### config.mk
export PLATFORM = sky130hd
export DESIGN_NAME = siso_arb_tx_flat
export DESIGN_NICKNAME = d
export VERILOG_FILES = /design/src/rtl/siso_ctrl_pkg.sv /design/src/rtl/siso_arb_tx_if.sv /design/src/rtl/piso_shifter.sv /design/src/rtl/siso_arb_tx.sv /design/src/flat_wrapper.sv
export SDC_FILE = /design/constraint.sdc
export NUM_CORES = 1
export LEC_CHECK = 0
export CELL_PAD_IN_SITES_DETAIL_PLACEMENT = 1
export CELL_PAD_IN_SITES_GLOBAL_PLACEMENT = 2
export CORE_UTILIZATION = 27
export CTS_CLUSTER_SIZE = 30
export DETAILED_ROUTE_END_ITERATION = 7
export PLACE_DENSITY_LB_ADDON = 0.12
export REMOVE_ABC_BUFFERS = 1
export SLEW_MARGIN = 0
export SYNTH_ARGS = -nofsm -noshare
export SYNTH_HDL_FRONTEND = slang
export SYNTH_HIERARCHICAL = 1
export SYNTH_SLANG_ARGS = --single-unit
### constraint.sdc
create_clock -name clk -period 1.4 [get_ports clk]
set_clock_uncertainty 0.2 [all_clocks]
set_input_delay 0.42 -clock clk [delete_from_list [all_inputs] [get_ports clk]]
set_output_delay 0.42 -clock clk [all_outputs]
set_load 0.1 [all_outputs]
### src/rtl/siso_ctrl_pkg.sv
// Shared types and helpers for the two-requester serial transmit arbiter.
package siso_ctrl_pkg;

   // State encodings, kept explicit so waveforms decode the same everywhere.
   localparam logic [1:0] ST_IDLE_ENC  = 2'd0;
   localparam logic [1:0] ST_SHIFT_ENC = 2'd1;
   localparam logic [1:0] ST_GAP_ENC   = 2'd2;

   typedef enum logic [1:0] {
      IDLE  = ST_IDLE_ENC,
      SHIFT = ST_SHIFT_ENC,
      GAP   = ST_GAP_ENC
   } tx_state_t;

   // Width of the inter-frame gap counter; never narrower than one bit so
   // the register still exists when no gap is configured.
   function automatic int gap_cnt_width(input int gap_cycles);
      int w;
      w = $clog2(gap_cycles + 1);
      return (w < 1) ? 1 : w;
   endfunction

   // Round-robin pick: a lone requester wins outright; on a tie the side
   // that did not win last time gets the link. Returns the winning index.
   function automatic logic rr_pick(input logic req0, input logic req1,
                                    input logic rr_last);
      if (req0 && req1) begin
         return ~rr_last;
      end
      return req1;
   endfunction

endpackage

### src/rtl/siso_arb_tx_if.sv
// Producer-side bundle of the serial transmit arbiter: two request/data
// pairs in, grants and the serial link status out.
interface siso_arb_tx_if #(
   parameter int WIDTH = 8
);
   logic             req0;
   logic [WIDTH-1:0] data0;
   logic             req1;
   logic [WIDTH-1:0] data1;
   logic             gnt0;
   logic             gnt1;
   logic             serial_out;
   logic             frame_valid;
   logic             frame_last;
   logic             src_id;
   logic             busy;

   // Producers / environment side.
   modport master (
      output req0, data0, req1, data1,
      input  gnt0, gnt1, serial_out, frame_valid, frame_last, src_id, busy
   );

   // Arbiter side.
   modport slave (
      input  req0, data0, req1, data1,
      output gnt0, gnt1, serial_out, frame_valid, frame_last, src_id, busy
   );
endinterface

### src/rtl/piso_shifter.sv
// Parallel-in serial-out shifter. A load presents the MSB on the next cycle;
// each shift_en presents the following bit; otherwise the output rests at 0.
module piso_shifter #(
   parameter int WIDTH = 8
) (
   input  logic             clk,
   input  logic             Rst,
   input  logic             load,
   input  logic             shift_en,
   input  logic [WIDTH-1:0] data_in,
   output logic             serial_out
);

   // shift_reg holds the bits not yet presented, left-aligned.
   logic [WIDTH-1:0] shift_reg;
   logic [WIDTH-1:0] shifted;
   logic             out_reg;

   // Move every remaining bit one place toward the MSB, zero-filling.
   genvar gi;
   generate
      for (gi = 0; gi < WIDTH; gi++) begin : g_shift
         if (gi == 0) begin : g_lsb
            assign shifted[gi] = 1'b0;
         end else begin : g_bit
            assign shifted[gi] = shift_reg[gi-1];
         end
      end
   endgenerate

   // Load, shift, or park the output low between frames.
   always_ff @(posedge clk or negedge Rst) begin
      if (!Rst) begin
         shift_reg <= '0;
         out_reg   <= 1'b0;
      end else if (load) begin
         out_reg   <= data_in[WIDTH-1];
         shift_reg <= {data_in[WIDTH-2:0], 1'b0};
      end else if (shift_en) begin
         out_reg   <= shift_reg[WIDTH-1];
         shift_reg <= shifted;
      end else begin
         out_reg   <= 1'b0;
      end
   end

   assign serial_out = out_reg;

endmodule

### src/rtl/siso_arb_tx.sv
// Two-requester round-robin arbiter feeding a shared serial link. A granted
// word goes out MSB-first over WIDTH cycles, followed by a forced idle gap.
module siso_arb_tx
   import siso_ctrl_pkg::*;
#(
   parameter int WIDTH      = 8,
   parameter int GAP_CYCLES = 1
) (
   input  logic         clk,
   input  logic         Rst,
   siso_arb_tx_if.slave bus
);

   localparam int              CW       = $clog2(WIDTH);
   localparam int              GW       = gap_cnt_width(GAP_CYCLES);
   localparam logic [CW-1:0]   CNT_LAST = CW'(WIDTH - 1);
   localparam logic [GW-1:0]   GAP_LAST = (GAP_CYCLES > 0) ? GW'(GAP_CYCLES - 1) : '0;

   tx_state_t        state_reg, state_next;
   logic [CW-1:0]    cnt_reg, cnt_next;
   logic [GW-1:0]    gap_reg, gap_next;
   logic             rr_last_reg, rr_last_next;
   logic             src_id_reg, src_id_next;
   logic             gnt0_reg, gnt0_next;
   logic             gnt1_reg, gnt1_next;
   logic             fv_reg, fv_next;
   logic             fl_reg, fl_next;
   logic             busy_reg, busy_next;

   logic             winner;
   logic             load;
   logic             shift_en;
   logic [WIDTH-1:0] load_word;

   assign winner    = rr_pick(bus.req0, bus.req1, rr_last_reg);
   assign load_word = winner ? bus.data1 : bus.data0;

   // Next-state, counters and the registered status outputs. Status is
   // derived from where the FSM is going so it lines up with the shifter.
   always_comb begin
      state_next   = state_reg;
      cnt_next     = cnt_reg;
      gap_next     = gap_reg;
      rr_last_next = rr_last_reg;
      src_id_next  = src_id_reg;
      load         = 1'b0;
      shift_en     = 1'b0;

      unique case (state_reg)
         IDLE: begin
            if (bus.req0 || bus.req1) begin
               load         = 1'b1;
               rr_last_next = winner;
               src_id_next  = winner;
               cnt_next     = '0;
               state_next   = SHIFT;
            end
         end
         SHIFT: begin
            if (cnt_reg == CNT_LAST) begin
               gap_next   = '0;
               state_next = (GAP_CYCLES == 0) ? IDLE : GAP;
            end else begin
               shift_en = 1'b1;
               cnt_next = cnt_reg + 1'b1;
            end
         end
         GAP: begin
            if (gap_reg == GAP_LAST) begin
               state_next = IDLE;
            end else begin
               gap_next = gap_reg + 1'b1;
            end
         end
         default: begin
            state_next = IDLE;
         end
      endcase

      gnt0_next = load && !winner;
      gnt1_next = load && winner;
      fv_next   = (state_next == SHIFT);
      fl_next   = (state_next == SHIFT) && (cnt_next == CNT_LAST);
      busy_next = (state_next != IDLE);
   end

   // State and output registers; reset aborts any frame in flight.
   always_ff @(posedge clk or negedge Rst) begin
      if (!Rst) begin
         state_reg   <= IDLE;
         cnt_reg     <= '0;
         gap_reg     <= '0;
         rr_last_reg <= 1'b1;
         src_id_reg  <= 1'b0;
         gnt0_reg    <= 1'b0;
         gnt1_reg    <= 1'b0;
         fv_reg      <= 1'b0;
         fl_reg      <= 1'b0;
         busy_reg    <= 1'b0;
      end else begin
         state_reg   <= state_next;
         cnt_reg     <= cnt_next;
         gap_reg     <= gap_next;
         rr_last_reg <= rr_last_next;
         src_id_reg  <= src_id_next;
         gnt0_reg    <= gnt0_next;
         gnt1_reg    <= gnt1_next;
         fv_reg      <= fv_next;
         fl_reg      <= fl_next;
         busy_reg    <= busy_next;
      end
   end

   piso_shifter #(
      .WIDTH(WIDTH)
   ) u_shifter (
      .clk       (clk),
      .Rst       (Rst),
      .load      (load),
      .shift_en  (shift_en),
      .data_in   (load_word),
      .serial_out(bus.serial_out)
   );

   assign bus.gnt0        = gnt0_reg;
   assign bus.gnt1        = gnt1_reg;
   assign bus.frame_valid = fv_reg;
   assign bus.frame_last  = fl_reg;
   assign bus.src_id      = src_id_reg;
   assign bus.busy        = busy_reg;

endmodule
### src/flat_wrapper.sv
// flat-port wrapper written by rule: the top's interface ports become plain ports
module siso_arb_tx_flat import siso_ctrl_pkg::*;
#(
   parameter int WIDTH      = 8,
   parameter int GAP_CYCLES = 1
)
  (clk, Rst, bus_req0, bus_data0, bus_req1, bus_data1, bus_gnt0, bus_gnt1, bus_serial_out, bus_frame_valid, bus_frame_last, bus_src_id, bus_busy);
  siso_arb_tx_if #(.WIDTH(WIDTH)) bus_i ();
  input  logic clk;
  input  logic Rst;
  input wire logic [$bits(bus_i.req0)-1:0] bus_req0;
  input wire logic [$bits(bus_i.data0)-1:0] bus_data0;
  input wire logic [$bits(bus_i.req1)-1:0] bus_req1;
  input wire logic [$bits(bus_i.data1)-1:0] bus_data1;
  output wire logic [$bits(bus_i.gnt0)-1:0] bus_gnt0;
  output wire logic [$bits(bus_i.gnt1)-1:0] bus_gnt1;
  output wire logic [$bits(bus_i.serial_out)-1:0] bus_serial_out;
  output wire logic [$bits(bus_i.frame_valid)-1:0] bus_frame_valid;
  output wire logic [$bits(bus_i.frame_last)-1:0] bus_frame_last;
  output wire logic [$bits(bus_i.src_id)-1:0] bus_src_id;
  output wire logic [$bits(bus_i.busy)-1:0] bus_busy;
  assign bus_i.req0 = bus_req0;
  assign bus_i.data0 = bus_data0;
  assign bus_i.req1 = bus_req1;
  assign bus_i.data1 = bus_data1;
  assign bus_gnt0 = bus_i.gnt0;
  assign bus_gnt1 = bus_i.gnt1;
  assign bus_serial_out = bus_i.serial_out;
  assign bus_frame_valid = bus_i.frame_valid;
  assign bus_frame_last = bus_i.frame_last;
  assign bus_src_id = bus_i.src_id;
  assign bus_busy = bus_i.busy;
  siso_arb_tx #(.WIDTH(WIDTH), .GAP_CYCLES(GAP_CYCLES)) u_core (.clk(clk), .Rst(Rst), .bus(bus_i));
endmodule
==> parameters.txt <==
Parameter                              Value

Detailed routing
  Routed len/inst    13.1 µm
  Total detailed-routing wirelength    2.42 mm
  Pre-antenna DRT Iters    2
  DRC viols    0
  Starting DRC count in detailed routing    15
  Vias per Instance    4.45
  Via total after detailed routing    823
  Antenna violation net count after detailed routing    0

Cells and area
  Share of final-layout standard cells stronger than drive strength 1    0.525
  Final design utilization    0.514
  Sequential standard cell area    502 µm²
  Final-layout fill cell count    358
  Ant. Diodes    0
  Area taken by multi-input logic gates    537 µm²
  Count of placed standard cells in the final layout, fillers left out    185
  Number of flip-flops in the largest register    7
  Cell area after layout    1770 µm²
  Final layout net count    161
  Area growth from synthesis to layout    76.9%

CTS
  CTS buffer count    3
  Number of hold-repair buffers added at the cts stage    0
  Clock slew seen by the registers of the worst setup and hold paths    0.07 ns
  Clock latency of the later-clocked register in the worst-skew pair    0.26 ns
  CTS HTree Levels    1
  Cell at the root of the clock tree    clkbuf_8
  Clock tree from TritonCTS    built
  Total number of clock tree sinks    20
  Clock Tree Buf Depth    2

Timing
  Final-layout setup total negative slack    -1.44 ns
  Final worst-path cycle share    1.09
  Minimum hold slack    0.163 ns
  Max transition margin    0.841
  Unrepaired setup endpoints after global routing    true
  Final critical path time including I/O delays and setup    1.52 ns
  Slew Viols, Final    0
  Final count of hold timing violations    0
  Final count of negative-setup-slack endpoints    19
  Worst setup margin    -0.125 ns
  Actual slew at the worst max-slew pin    0.238 ns
  Max frequency    656 MHz

Worst setup path
  Launch instance of the worst register-to-register path    u_core/rr_last_reg$_DFFE_PN1P_
  Kind of start point of the critical path    primary input
  Setup slack on the worst flop-to-flop path    -0.12 ns
  Data required, critical path    1.35 ns
  Cells traversed along the worst timing path    clkdlybuf4s15_2 > a21boi_4 > buf_12 > mux2_4 > nand2_1 > o21ai_2
  Launch point of the critical path    bus_req1
  Master of the slowest instance on the critical path    mux2_4
  Highest cell delay on the worst timing path    0.29 ns
  Endpoint arrival time on the critical path    1.47 ns
  WS Path Type    primary input to register
  Setup crit end kind    register
  Maximum fanout count along the critical path    5
  Number of cells on the worst reg-to-reg path    5
  Endpoint of the most critical register-to-register path    u_core/u_shifter/shift_reg[2]$_DFFE_PN0P_

Power and ir drop
  Internal Pwr Total    2.35 mW
  Power per standard cell area    2230 nW/µm²
  Net switching component of the power    1.60 mW
  Proportion of power drawn by flip-flops and latches    0.263
  Clock power frac    0.110
  Power after layout    3.95 mW
  Worst VDD drop    0.563 mV
  Leakage power summed over all cells    0.811 nW
  Switching Fraction    0.405
  Proportion of power drawn by combinational gates    0.627

Synth
  Area contributors post-synth    dfrtp_1 48%, mux2_4 12%, mux2i_1 6.0%
  Synthesized area    1000 µm²
  Top-count cell post-synth    dfrtp_1
  Synthesized area per cell    12.2 µm²
  Number of cells produced by synthesis    82
  Leading area contributor after synthesis    dfrtp_1
  Ys Warns    6
  Sequential share of the synthesized area    0.501
  Synth unique cells    26
  List of most frequent post-synthesis cells    19 x dfrtp_1, 10 x nand2_1, 8 x mux2_4
  Flops & latches, synth    20
  Post-synth EDFFs    0
  Async set-reset flop share out of synthesis    1.00
  Top-area cell type share of the netlist area    0.475
  Most instantiated flip-flop cell in the synthesis netlist    dfrtp_1

Die
  Width of the die    62.9 µm
  Top-level I/O count    27
  Core area    3440 µm²
  Area of the die    3950 µm²
  Initial Utilization    0.291
  Cell Rows    21
  Die H    62.9 µm

Outcome
  Failing checks    negative setup slack
  Status    complete, but fails checks

Placed design
  Final weighted congestion of routability-driven global placement    0.670
  Inst Count DP    170
  Placed cell areas    1520 µm²
  Count of buffers inserted at the top-level ports    26
  HPWL Detailed    1.58 mm
  Worst slack after detailed placement    -0.660 ns

Global routing
  Aggregate global-route resource usage    0.140
  Global route total overflow    0
  Vias in the first global route    903
  Number of antenna violations at the first check in global routing    0
  Maximum number of pins on one net before global-route repair    12
  Wire length of the first global-routing pass    4.20 mm

Flow run
  Max-cap violations    0

Min path
  Type of the tightest min-delay check    primary input to asynchronous set/reset pin
-- worst max-delay path, delay by kind of cell --
kind	cells	cell delay, ns
buffers and inverters	2	0.35
AOI/OAI and AO/OA	2	0.32
muxes	1	0.29
and+or+nand+nor	1	0.08
-- routing by layer --
layer  track usage  vias to the layer above  part of all wire
met4        0.0610                        0             0.017
met5             0                        -                 0
met2         0.241                       22              0.52
li1              -                      397                 -
met3        0.0328                        4             0.045
met1         0.164                      400              0.42
-- cell usage in the layout, fill, tap and decap left out, drive strengths merged, types with 2 or more instances in the layout --
cell type and n:
nor3 2, nor2 5, nand2 10, nand2b 2
clkdlybuf4s50 17, o2bb2ai 3, a21oi 2, clkbuf 4
inv 2, buf 38, mux2i 6, dfrtp 19
o21ai 9, mux2 10
-- timing repair --
item | 4_1_cts | 5_1_grt
setup endpoints to repair | 24 | 23
buffers inserted | 5 | 5
resized for setup | 21 | 14
cloned | 2 | 0
pin swaps | 9 | 2
-- worst max-delay path by stage --
stage                                                      to  slack (ns)
floorplan           u_core/u_shifter/shift_reg[2]$_DFFE_PN0P_       -0.45
global placement    u_core/u_shifter/shift_reg[1]$_DFFE_PN0P_       -0.63
detailed placement      u_core/u_shifter/serial_out$_DFF_PN0_       -0.66
CTS                 u_core/u_shifter/shift_reg[4]$_DFFE_PN0P_       -0.11
global route        u_core/u_shifter/shift_reg[2]$_DFFE_PN0P_       -0.21
finish              u_core/u_shifter/shift_reg[2]$_DFFE_PN0P_       -0.12
-- power by group through the flow --
stage / clock [mW] / combinational (mW) / sequential [mW]
2_1_floorplan: 0 / 0.722 / 1.47
3_3_place_gp: 0 / 1.99 / 1.01
3_5_place_dp: 0 / 2.02 / 1.02
4_1_cts: 0.455 / 2.28 / 1.02
5_1_grt: 0.482 / 2.63 / 1.07
6_report: 0.435 / 2.47 / 1.04
-- cells by family after synthesis --
logic type | share of synthesized area
AOI/OAI and AO/OA | 0.106
xor gates and xnor gates | 0.00875
adders and majority gates | 0.0125
buffers and inverters | 0.0413
DFF | 0.501
muxes | 0.203
and+or+nand+nor | 0.128
-- layout make-up --
class,instances,area share
repair buffers,56,0.346
multi-input cells,57,0.303
flip-flops and latches,20,0.283
well taps,46,0.0325
clock buffers,4,0.0311
inverters,2,0.00424
(Power assumes the default switching activity.)
